File: src/rtl/dnn_train_sequencer.sv
// dnn_train_sequencer: start/pause/done run controller that emits block-cycle phase strobes,
// training-case and epoch indices, and per-epoch correct counts for the DNN datapath.
module dnn_train_sequencer #(
  parameter int cpc            = 18,
  parameter int pipe_delay     = 2,
  parameter int training_cases = 10000,
  parameter int epochs         = 10
) (
  input  logic                                                 clk,
  input  logic                                                 reset,
  input  logic                                                 start,
  input  logic                                                 pause,
  input  logic                                                 correct_in,
  output logic [$clog2(cpc)-1:0]                               cycle_index,
  output logic                                                 cycle_clk,
  output logic                                                 feed_valid,
  output logic [$clog2((cpc-pipe_delay) > 1 ? cpc-pipe_delay : 2)-1:0] sel_network,
  output logic                                                 out_valid,
  output logic [$clog2((cpc-pipe_delay) > 1 ? cpc-pipe_delay : 2)-1:0] out_index,
  output logic [$clog2(training_cases > 1 ? training_cases : 2)-1:0]   sel_tc,
  output logic [$clog2(epochs+1)-1:0]                          epoch,
  output logic [$clog2(training_cases+1)-1:0]                  epoch_correct,
  output logic                                                 running,
  output logic                                                 done
);
  localparam int CW = $clog2(cpc);
  localparam int SW = $clog2((cpc-pipe_delay) > 1 ? cpc-pipe_delay : 2);
  localparam int TW = $clog2(training_cases > 1 ? training_cases : 2);
  localparam int EW = $clog2(epochs+1);
  localparam int AW = $clog2(training_cases+1);
  localparam logic [CW-1:0] CI_LAST  = CW'(cpc-1);
  localparam logic [CW-1:0] FEED_END = CW'(cpc-pipe_delay);
  localparam logic [CW-1:0] PD       = CW'(pipe_delay);
  localparam logic [TW-1:0] TC_LAST  = TW'(training_cases-1);
  localparam logic [EW-1:0] EP_LAST  = EW'(epochs-1);

  typedef enum logic [1:0] {IDLE, RUN, PAUSE, DONE} state_t;

  state_t          state, state_n;
  logic [CW-1:0]   ci_n;
  logic [TW-1:0]   tc_n;
  logic [EW-1:0]   ep_n;
  logic [AW-1:0]   acc, acc_n, ec_n;
  logic            run_n, feed_n, out_n;

  always_comb begin
    state_n = state;
    ci_n    = cycle_index;
    tc_n    = sel_tc;
    ep_n    = epoch;
    ec_n    = epoch_correct;
    acc_n   = acc;
    case (state)
      IDLE, DONE: if (start) begin
        state_n = RUN;
        ci_n    = '0;
        tc_n    = '0;
        ep_n    = '0;
        ec_n    = '0;
        acc_n   = '0;
      end
      RUN: if (cycle_index == CI_LAST) begin
        ci_n  = '0;
        acc_n = acc + AW'(correct_in);
        tc_n  = (sel_tc == TC_LAST) ? '0 : sel_tc + TW'(1);
        if (sel_tc == TC_LAST) begin
          ep_n  = epoch + EW'(1);
          ec_n  = acc_n;
          acc_n = '0;
        end
        // completion wins over a pause request on the final boundary
        state_n = (sel_tc == TC_LAST && epoch == EP_LAST) ? DONE : pause ? PAUSE : RUN;
      end else ci_n = cycle_index + CW'(1);
      PAUSE: state_n = pause ? PAUSE : RUN;
      default: ;
    endcase
    run_n  = state_n == RUN;
    feed_n = run_n && ci_n < FEED_END;
    out_n  = run_n && ci_n >= PD;
  end

  always_ff @(posedge clk or posedge reset) begin
    if (reset) begin
      state         <= IDLE;
      cycle_index   <= '0;
      sel_tc        <= '0;
      epoch         <= '0;
      epoch_correct <= '0;
      acc           <= '0;
      running       <= 1'b0;
      done          <= 1'b0;
      cycle_clk     <= 1'b0;
      feed_valid    <= 1'b0;
      sel_network   <= '0;
      out_valid     <= 1'b0;
      out_index     <= '0;
    end else begin
      state         <= state_n;
      cycle_index   <= ci_n;
      sel_tc        <= tc_n;
      epoch         <= ep_n;
      epoch_correct <= ec_n;
      acc           <= acc_n;
      running       <= run_n;
      done          <= state_n == DONE;
      cycle_clk     <= run_n && ci_n == CI_LAST;
      feed_valid    <= feed_n;
      sel_network   <= feed_n ? SW'(ci_n) : '0;
      out_valid     <= out_n;
      out_index     <= out_n ? SW'(ci_n - PD) : '0;
    end
  end
endmodule

File: config.mk
export PLATFORM = sky130hd
export DESIGN_NAME = dnn_train_sequencer
export DESIGN_NICKNAME = d
export VERILOG_FILES = /design/src/rtl/dnn_train_sequencer.sv
export SDC_FILE = /design/constraint.sdc
export NUM_CORES = 1
export LEC_CHECK = 0
export BUFFER_PORTS_ARGS = -buffer_cell sky130_fd_sc_hd__buf_2
export CAP_MARGIN = 10
export CORE_AREA = 2 2 100 102
export DETAILED_ROUTE_END_ITERATION = 12
export DIE_AREA = 0 0 102 104
export GPL_TIMING_DRIVEN = 0
export MAX_ROUTING_LAYER = met4
export SYNTH_ARGS = -nofsm -noshare
export SYNTH_HDL_FRONTEND = slang
export SYNTH_SLANG_ARGS = --single-unit
File: constraint.sdc
create_clock -name clk -period 3.2 [get_ports clk]
set_clock_uncertainty 0.05 [all_clocks]
set_input_delay 0 -clock clk [delete_from_list [all_inputs] [get_ports clk]]
set_output_delay 0 -clock clk [all_outputs]
set_load 0.005 [all_outputs]
==> metrics.txt, run 1 <==
worst-skew pair later-pin latency=360 ps; CP endpoint kind=flip-flop; Worst setup SP type=flip-flop; final net count=416; Ports=55; critical path fanouts, max=6; pre-CTS WS=251 ps; Final Worst Setup Slack=328 ps; post-CTS setup-driven buffer insertion count=0; met1 global-route usage=0.198; Placed Cells=519; Die Width=102 um; die height=104 um; ranking of synthesized cells by area=dfrtp_1 51%, o21ai_0 4.7%, ha_1 4.6%; Finished Cell Area=3920 um2; total core area=9550 um2; P_leak=1.88 nW; slew margin rel.=0.419; Final period util=0.897; syn_area_per_cell=9.84 um2; layout cells sized above 1=0.198; clock tree buffer depth=2; Tot Pwr=2.69 mW; share of the synthesized area in the top cell type=0.506; asr flop ratio synth=1.00; clock transition at the registers of the reported paths=70 ps; Seq/Total Area, Yosys=0.506; Data required, critical path=3370 ps; pin count of the biggest net entering global routing=67; CTS Root Buffer Type=clkbuf_8; most used routing layer=met2; Synth Net Count=349; IO buf count=54; die area=10600 um2; WP data arrival=3040 ps; HP Class=in2reg; Final Non-Filler Cells=537; DRT iter0 DRCs=119; first drt pass iteration count=4; Tot GR Track Use=0.155; WL per Instance=13.8 um; Post-DP HPWL=5.31 mm; vias per cell=4.89; Clock Sink Count=66; fillers=990; met2 Usage GRT=0.230; RSZ-0062 raised after global routing=false; Site Rows=36; Final Slew Violations=0; Slew @ Worst Pin=865 ps; Mapped Cells=332; final hold violation count=0; CTS tree=yes; Fin Hold WS=34.8 ps; Synth area leader=dfrtp_1; synthesized area=3270 um2; DRC Markers=0; setup TNS=0 ps; total CTS buffers=9; gpl congestion=0.788; count of state elements after synthesis=66; EDFF count, synth=0; Antenna Nets Post-Route=0; CTS H-tree lvls=3; Synth Flop Type=dfrtp_1; DR vias=2625; FMAX=348 MHz; total wire length=7.40 mm; growth of design area from synthesis to finish=20.1%; YS warnings=0; Post-DP Area=3710 um2; status=completed; Unique masters post-synth=53; diode count=0; Peak supply drop=0.000227 V; first-pass GRT wire length=12.5 mm; final setup fails=0; Finished Core Util=0.411; pwr/cell area=684 nW/um2; MaxCap Viol Count=0; met3 track demand over resource=0.0323; Final min period=2870 ps; critical path class=reg2reg; vias in the first global route=2599; Initial Utilization=0.342; initial antenna violation count=0; GR Overflow Total=0
==> report_power, final <==
group          switching (mW)  internal (mW)
Sequential             0.0889          0.967
Clock                   0.318          0.402
Combinational           0.555          0.353
==> timing repair <==
item                       4_1_cts  5_1_grt
hold endpoints to repair        67        0
setup endpoints to repair        0        5
hold buffers                     2        0
resized for setup                0        1
==> sequential cells by signal (all words and copies together), names as in the netlist, 2 cells and up <==
name,flops
acc,14
cycle_index,5
epoch,4
epoch_correct,14
out_index,4
sel_network,4
sel_tc,14
state,2
==> synthesized netlist by cell type (all sizes together) (4+ instances only) <==
cell type,instances
a21o,5
a21oi,8
a31oi,5
and3,7
and4,4
buf,5
clkbuf,10
dfrtp,66
ha,12
inv,16
nand2,40
nand2b,7
nand3,14
nor2,21
nor3,11
o21ai,31
xnor2,11
xor2,12
==> per-layer routing <==
metal,up-vias,share of wire
li1,1291,-
met1,1263,0.47
met2,56,0.46
met3,15,0.044
met4,0,0.025
met5,-,0
==> layout by cell type (no fill, tap or decap), types with 12 or more instances in the layout <==
cell,instances
buf_2,57
ha_1,12
clkbuf_1,13
nor2_1,21
o21ai_0,30
inv_1,15
nand2_1,40
nand3_1,14
xor2_1,12
dfrtp_1,66
==> worst max-delay path, cell delays in order, from the launching register on <==
cell	delay (ps)
dfrtp_1	370
inv_1	90
ha_1	370
nor2b_1	220
or2_2	300
a2bb2oi_1	340
inv_1	140
ha_1	230
a2111oi_2	510
nor3_1	100
==> final timing paths <==
kind                                                   start                            to  slack [ps]  cells past startpoint
worst max register to register            state[0]$_DFF_PP0_        out_index[2]$_DFF_PP0_         330                      9
max in group asynchronous                              reset          feed_valid$_DFF_PP0_        2250                      3
min in group asynchronous                              reset            acc[3]$_DFFE_PP0P_         290                      3
worst max-delay path                      state[0]$_DFF_PP0_        out_index[2]$_DFF_PP0_         330                      9
worst min register to register  epoch_correct[3]$_DFFE_PP0P_  epoch_correct[3]$_DFFE_PP0P_         430                      2
worst min-delay path                              correct_in            acc[0]$_DFFE_PP0P_          30                      4
==> final cells by class <==
| class | instances | area, um2 | share of cell area |
|---|---|---|---|
| clock buffer | 14 | 163 | 0.0415 |
| multi-input combinational | 235 | 1490 | 0.379 |
| buffer | 15 | 67.6 | 0.0172 |
| timing repair buffer | 56 | 290 | 0.0740 |
| clock inverter | 2 | 35.0 | 0.00893 |
| tap | 133 | 166 | 0.0424 |
| inverter | 16 | 62.6 | 0.0159 |
| sequential | 66 | 1650 | 0.421 |
==> kinds of logic (layout without fill, tap and decap cells) <==
group,after synthesis,after routing,share of synthesized area
buf+inv,31,103,0.0391
compound gates,73,73,0.144
simple gates,125,125,0.197
fa+ha+maj,12,12,0.0460
xor+xnor,23,23,0.0617
flops,66,66,0.506
mux,2,2,0.00613
No activity file was read; power rests on OpenSTA's default activity.
==> run 2, diff against run 1 <==
--- a/config.mk
+++ b/config.mk
@@ -7,9 +7,9 @@
 export LEC_CHECK = 0
 export BUFFER_PORTS_ARGS = -buffer_cell sky130_fd_sc_hd__buf_2
 export CAP_MARGIN = 10
-export CORE_AREA = 2 2 100 102
+export CORE_AREA = 2 2 108 110
 export DETAILED_ROUTE_END_ITERATION = 12
-export DIE_AREA = 0 0 102 104
+export DIE_AREA = 0 0 110 112
 export GPL_TIMING_DRIVEN = 0
 export MAX_ROUTING_LAYER = met4
 export SYNTH_ARGS = -nofsm -noshare
==> run 2 against run 1 <==
Effect of this change: power increased by 12%; register-to-register slack improved by 50 ps; critical path depth up 1; design area is 3.1% higher; combinational power grew 2.9%; fmax increased by 1.9%; critical endpoint is now out_index[3]$_DFF_PP0_.
==> metrics.txt, run 2 (synthesis results as in run 1) <==
reg2reg end=out_index[3]$_DFF_PP0_; most common cell after layout, fill and taps aside=dfrtp_1; Data required, critical path=3360 ps (about the same); slew margin rel.=0.357 (-0.0626); CTS H-tree lvls=3 (unchanged); CP peak stage delay=420 ps (-90 ps); Net Sw Frac=0.346 (-0.0123); Sequential Power Share=0.353 (-0.040); Worst setup SP type=flip-flop; Hold EP=state[1]$_DFF_PP0_; critical path class=reg2reg; FF-to-FF path depth=10 (+1); die height=112 um (+7.7%); Internal=1.96 mW (+14%); HP Class=in2reg; FMAX=355 MHz (+1.9%); cell count along the critical path=10 (+1); total core area=11200 um2 (+17%); Slew @ Worst Pin=958 ps (+93.1 ps); fillers=1126 (+14%); DRC Markers=0 (unchanged); worst path buffer plus inverter count=3 (+1); RR Startpoint=state[1]$_DFF_PP0_; Top delay family on crit path=compound AO/OA/AOI/OAI gates; Worst Hold Launch=pause; P_leak=1.92 nW (+2.0%); final setup fails=0 (unchanged); critical path fanouts, max=10 (+4); WP data arrival=2980 ps (-60 ps); Finished Core Util=0.362 (-0.0488); Initial Utilization=0.292 (-0.0498); first drt pass iteration count=5 (+1); IO buf count=54 (unchanged); Largest regs=acc x14, epoch_correct x14, sel_tc x14; Site Rows=39 (+8.3%); clock transition at the registers of the reported paths=60 ps (about the same); Final Slew Violations=0 (unchanged); die area=12300 um2 (+16%); first-pass GRT wire length=13.1 mm (+4.5%); Antenna Nets Post-Route=0 (unchanged); diode count=0 (unchanged); Cell Chain, Critical Path=inv_1, ha_1, clkbuf_1, nand2b_1, nand2b_1, o21ai_1, inv_1, ha_1, a2111oi_4, nor3_1; P_sw=1.04 mW (+7.7%); pin count of the biggest net entering global routing=67 (unchanged); Ports=55 (unchanged); WL per Instance=14.0 um (+1.7%); layout cells sized above 1=0.206 (+0.00794); GR Overflow Total=0 (unchanged); MaxCap Viol Count=0 (unchanged); vias in the first global route=2677 (+3.0%); Combinational Power Share=0.312 (-0.026); status=completed; clock tree buffer depth=2 (unchanged); DRT iter0 DRCs=112 (-5.9%); total CTS buffers=9 (unchanged); worst-skew pair later-pin latency=340 ps (-20 ps); R2R Setup Slk=380 ps (+50 ps); initial antenna violation count=0 (unchanged); clock share of power=0.335 (+0.067); multi-input logic area=1500 um2 (+0.84%); CTS Root Buffer Type=clkbuf_16; setup TNS=0 ps (unchanged); Peak supply drop=0.000384 V (+69%); Final period util=0.880 (-0.0169); Min-Delay Path Depth=4 (unchanged); most frequent cells in the layout=66 x dfrtp_1, 57 x buf_2, 40 x nand2_1, 30 x o21ai_0, 21 x nor2_1; Final min period=2820 ps (-54.0 ps); final net count=415 (-0.24%); Slowest-stage cell, CP=a2111oi_4; CTS tree=yes; final hold violation count=0 (unchanged); gpl congestion=0.855 (+8.4%); DR vias=2619 (-0.23%); RSZ-0062 raised after global routing=false; vias per cell=4.80 (-1.9%); Post-DP HPWL=5.40 mm (+1.7%); pwr/cell area=740 nW/um2 (+8.2%); Clock Sink Count=66 (unchanged); growth of design area from synthesis to finish=23.9%; CP endpoint kind=flip-flop; Post-DP Area=3720 um2 (+0.34%); total wire length=7.66 mm (+3.4%); Finished Cell Area=4050 um2 (+3.1%); Tot GR Track Use=0.141 (-0.0134); Die Width=110 um (+7.8%); post-CTS setup-driven buffer insertion count=0 (unchanged); Reg area=1650 um2 (unchanged)
run 2: cell types whose count changed in the layout (fill, tap and decap cells not counted):
cell / change
a2111oi_2: -1
clkbuf_1: -3
clkbuf_16: +9
dlygate4sd3_1: -1
a2111oi_4: +1
clkbuf_8: -10
clkinvlp_4: +3
clkinv_4: +1
run 2: how the worst max path moves through the flow:
stage,from,to,slack [ps]
after floorplan,state[0]$_DFF_PP0_,out_index[3]$_DFF_PP0_,670
after global placement,state[1]$_DFF_PP0_,out_index[3]$_DFF_PP0_,250
after detailed placement,state[1]$_DFF_PP0_,out_index[0]$_DFF_PP0_,100
after CTS,state[1]$_DFF_PP0_,out_index[0]$_DFF_PP0_,80
after global routing,state[1]$_DFF_PP0_,epoch_correct[12]$_DFFE_PP0P_,50
final,state[1]$_DFF_PP0_,out_index[3]$_DFF_PP0_,380
run 2: layer usage:
metal  share of wire  global-route usage  vias up  wire length [um]
li1                -                   -     1302                 -
met5               0                   -        -                 0
met4           0.019              0.0616        0               144
met1            0.45               0.169     1258              3450
met3           0.042              0.0316       12               324
met2            0.49               0.227       47              3740
run 2: what timing repair did:
item,in CTS,in global routing
hold endpoints to repair,66,0
setup endpoints to repair,0,5
gates resized for setup,0,2
hold buffers,1,0
run 2: stage by stage:
step	hold slack, ps	instances	power [mW]	setup slack, ps
floorplan	193	332	1.70	665
global placement	341	529	1.97	248
detailed placement	187	529	1.99	95.5
CTS	28.1	546	3.01	77.1
global route	80.2	546	3.22	47.1
finish	38.3	546	2.99	382
run 2: final cells by class:
| cell class | instances | share of cell area |
|---|---|---|
| Clock inverter | 6 | 0.0164 |
| Sequential cell | 66 | 0.408 |
| Timing Repair Buffer | 55 | 0.0693 |
| Buffer | 15 | 0.0167 |
| Tap cell | 143 | 0.0442 |
| Inverter | 16 | 0.0155 |
| Multi-Input combinational cell | 235 | 0.371 |
| Clock buffer | 10 | 0.0591 |
run 2: power by group through the flow:
stage	clock [mW]	combinational [mW]	sequential [mW]
after global placement	0	0.902	1.07
after global routing	1.08	1.06	1.08
after floorplan	0	0.627	1.07
after detailed placement	0	0.917	1.07
final	1.00	0.935	1.06
after CTS	1.03	0.926	1.06
run 2: tightest hold or removal path, cell delays in order:
cell and delay, ps:
buf_2 120, a211o_1 100, a21oi_1 60, nor2_1 100
==> run 3, diff against run 2 <==
--- a/config.mk
+++ b/config.mk
@@ -7,11 +7,12 @@
 export LEC_CHECK = 0
 export BUFFER_PORTS_ARGS = -buffer_cell sky130_fd_sc_hd__buf_2
 export CAP_MARGIN = 10
-export CORE_AREA = 2 2 108 110
+export CORE_AREA = 2 2 80 82
 export DETAILED_ROUTE_END_ITERATION = 12
-export DIE_AREA = 0 0 110 112
+export DIE_AREA = 0 0 82 84
 export GPL_TIMING_DRIVEN = 0
 export MAX_ROUTING_LAYER = met4
+export PLACE_DENSITY = 0.78
 export SYNTH_ARGS = -nofsm -noshare
 export SYNTH_HDL_FRONTEND = slang
 export SYNTH_SLANG_ARGS = --single-unit
==> run 3 against run 2 <==
Effect of this change: setup slack got worse by 72 ps; via count increased by 3.6%; first-iteration DRC count increased by 38%; fmax decreased by 2.5%; die area decreased by 44%; critical endpoint unchanged.
==> metrics.txt, run 3 (synthesis results as in run 1) <==
initial antenna violation count=0 (unchanged); worst-skew pair later-pin latency=350 ps (about the same); MaxCap Viol Count=0 (unchanged); most frequent cells in the layout=66 x dfrtp_1, 57 x buf_2, 40 x nand2_1, 30 x o21ai_0, 21 x nor2_1; Initial Utilization=0.536 (+0.244); FMAX=346 MHz (-2.5%); Internal=1.92 mW (-2.2%); vias per cell=5.64 (+18%); DRT iter0 DRCs=154 (+38%); Worst setup SP type=flip-flop; Combinational Power Share=0.314 (+0.002); Data required, critical path=3370 ps (about the same); first-pass GRT wire length=12.6 mm (-3.6%); Post-DP HPWL=5.10 mm (-5.5%); Peak supply drop=0.000707 V (+84%); clock tree buffer depth=2 (unchanged); CP endpoint kind=flip-flop; Ports=55 (unchanged); critical path class=reg2reg; Slew @ Worst Pin=857 ps (-101 ps); DR vias=2713 (+3.6%); Final period util=0.903 (+0.0225); most common cell after layout, fill and taps aside=dfrtp_1; Die Width=82 um (-25%); fillers=504 (-55%); final hold violation count=0 (unchanged); die area=6890 um2 (-44%); final setup fails=0 (unchanged); P_leak=1.92 nW (-0.25%); IO buf count=54 (unchanged); vias in the first global route=2638 (-1.5%); pin count of the biggest net entering global routing=43 (-36%); first drt pass iteration count=4 (-1); WL per Instance=15.4 um (+9.9%); Tot Pwr=2.91 mW (-3.0%); total wire length=7.41 mm (-3.2%); CTS tree=yes; Sequential Power Share=0.363 (+0.010); total CTS buffers=9 (unchanged); status=completed; HP Class=in2reg; WP data arrival=3060 ps (+80 ps); Final min period=2890 ps (+72.1 ps); Largest regs=acc x14, epoch_correct x14, sel_tc x14; RSZ-0062 raised after global routing=false; final net count=416 (+0.24%); Site Rows=29 (-26%); Final Slew Violations=0 (unchanged); diode count=0 (unchanged); DRC Markers=0 (unchanged); Final Non-Filler Cells=481 (-12%); P_sw=0.991 mW (-4.4%); growth of design area from synthesis to finish=20.3%; Clock Sink Count=66 (unchanged); CTS H-tree lvls=3 (unchanged); total core area=6100 um2 (-45%); die height=84 um (-25%); clock share of power=0.323 (-0.012); setup TNS=0 ps (unchanged); slew margin rel.=0.425 (+0.0686); Antenna Nets Post-Route=0 (unchanged); Placed Cells=464 (-12%); CTS Root Buffer Type=clkbuf_8; pwr/cell area=740 nW/um2 (about the same); critical path fanouts, max=10 (unchanged); Tot GR Track Use=0.246 (+0.104); Net Sw Frac=0.341 (-0.00516); clock transition at the registers of the reported paths=80 ps (+20 ps); layout cells sized above 1=0.208 (+0.00197); GR Overflow Total=0 (unchanged); gpl congestion=0.853 (-0.29%)
[run 3: path summary, 6_finish.rpt]
check,endpoint,cells after the start,slack [ps],startpoint
max,out_index[3]$_DFF_PP0_,10,310,state[1]$_DFF_PP0_
min,state[1]$_DFF_PP0_,4,20,pause
max reg2reg,out_index[3]$_DFF_PP0_,10,310,state[1]$_DFF_PP0_
min reg2reg,epoch_correct[5]$_DFFE_PP0P_,2,420,epoch_correct[5]$_DFFE_PP0P_
max in group asynchronous,sel_tc[9]$_DFFE_PP0P_,4,2300,reset
min in group asynchronous,epoch[0]$_DFFE_PP0P_,3,190,reset
[run 3: critical path: stages, from the launching register on]
cell,delay [ps]
dfrtp_1,420
inv_1,120
ha_1,150
clkbuf_1,340
nand2b_1,190
nand2b_1,250
o21ai_1,300
inv_1,120
ha_1,210
a2111oi_2,520
nor3_1,110
[run 3: final cells by class]
type	instances	area, um2	area share
clock buffers	9	124	0.0315
flip-flops and latches	66	1650	0.420
multi-input cells	235	1490	0.379
repair buffers	56	300	0.0764
clock inverters	7	141	0.0360
well taps	77	96.3	0.0245
plain buffers	15	67.6	0.0172
inverters	16	60.1	0.0153
[run 3: timing repair]
| item | CTS | global route |
|---|---|---|
| setup buffers | 0 | 0 |
| resized for setup | 0 | 1 |
| setup endpoints to repair | 0 | 5 |
| hold buffers | 1 | 0 |
| hold endpoints to repair | 24 | 0 |
[run 3: power groups by stage]
stage | clock (mW) | combinational [mW] | sequential, mW
2_1_floorplan | 0 | 0.627 | 1.07
5_1_grt | 0.992 | 1.02 | 1.08
3_5_place_dp | 0 | 0.909 | 1.07
3_3_place_gp | 0 | 0.872 | 1.06
6_report | 0.938 | 0.913 | 1.06
4_1_cts | 0.946 | 0.915 | 1.06
[run 3: metrics by stage]
| step | setup WS, ps | hold WS (ps) | utilization | area (um2) |
|---|---|---|---|---|
| final | 310 | 20.8 | 0.644 | 3930 |
| after global routing | 18.6 | 67.1 | 0.644 | 3930 |
| after CTS | 184 | 18.4 | 0.644 | 3930 |
| after detailed placement | 242 | 31.2 | 0.599 | 3650 |
| after global placement | 339 | 339 | 0.596 | 3630 |
| after floorplan | 665 | 193 | - | 3270 |
[run 3: per-layer routing]
metal | up-vias | routed length [um] | track usage
met3 | 18 | 312 | 0.0574
met1 | 1311 | 3120 | 0.301
met5 | - | 0 | -
met2 | 80 | 3840 | 0.392
met4 | 0 | 140 | 0.0924
li1 | 1304 | - | -
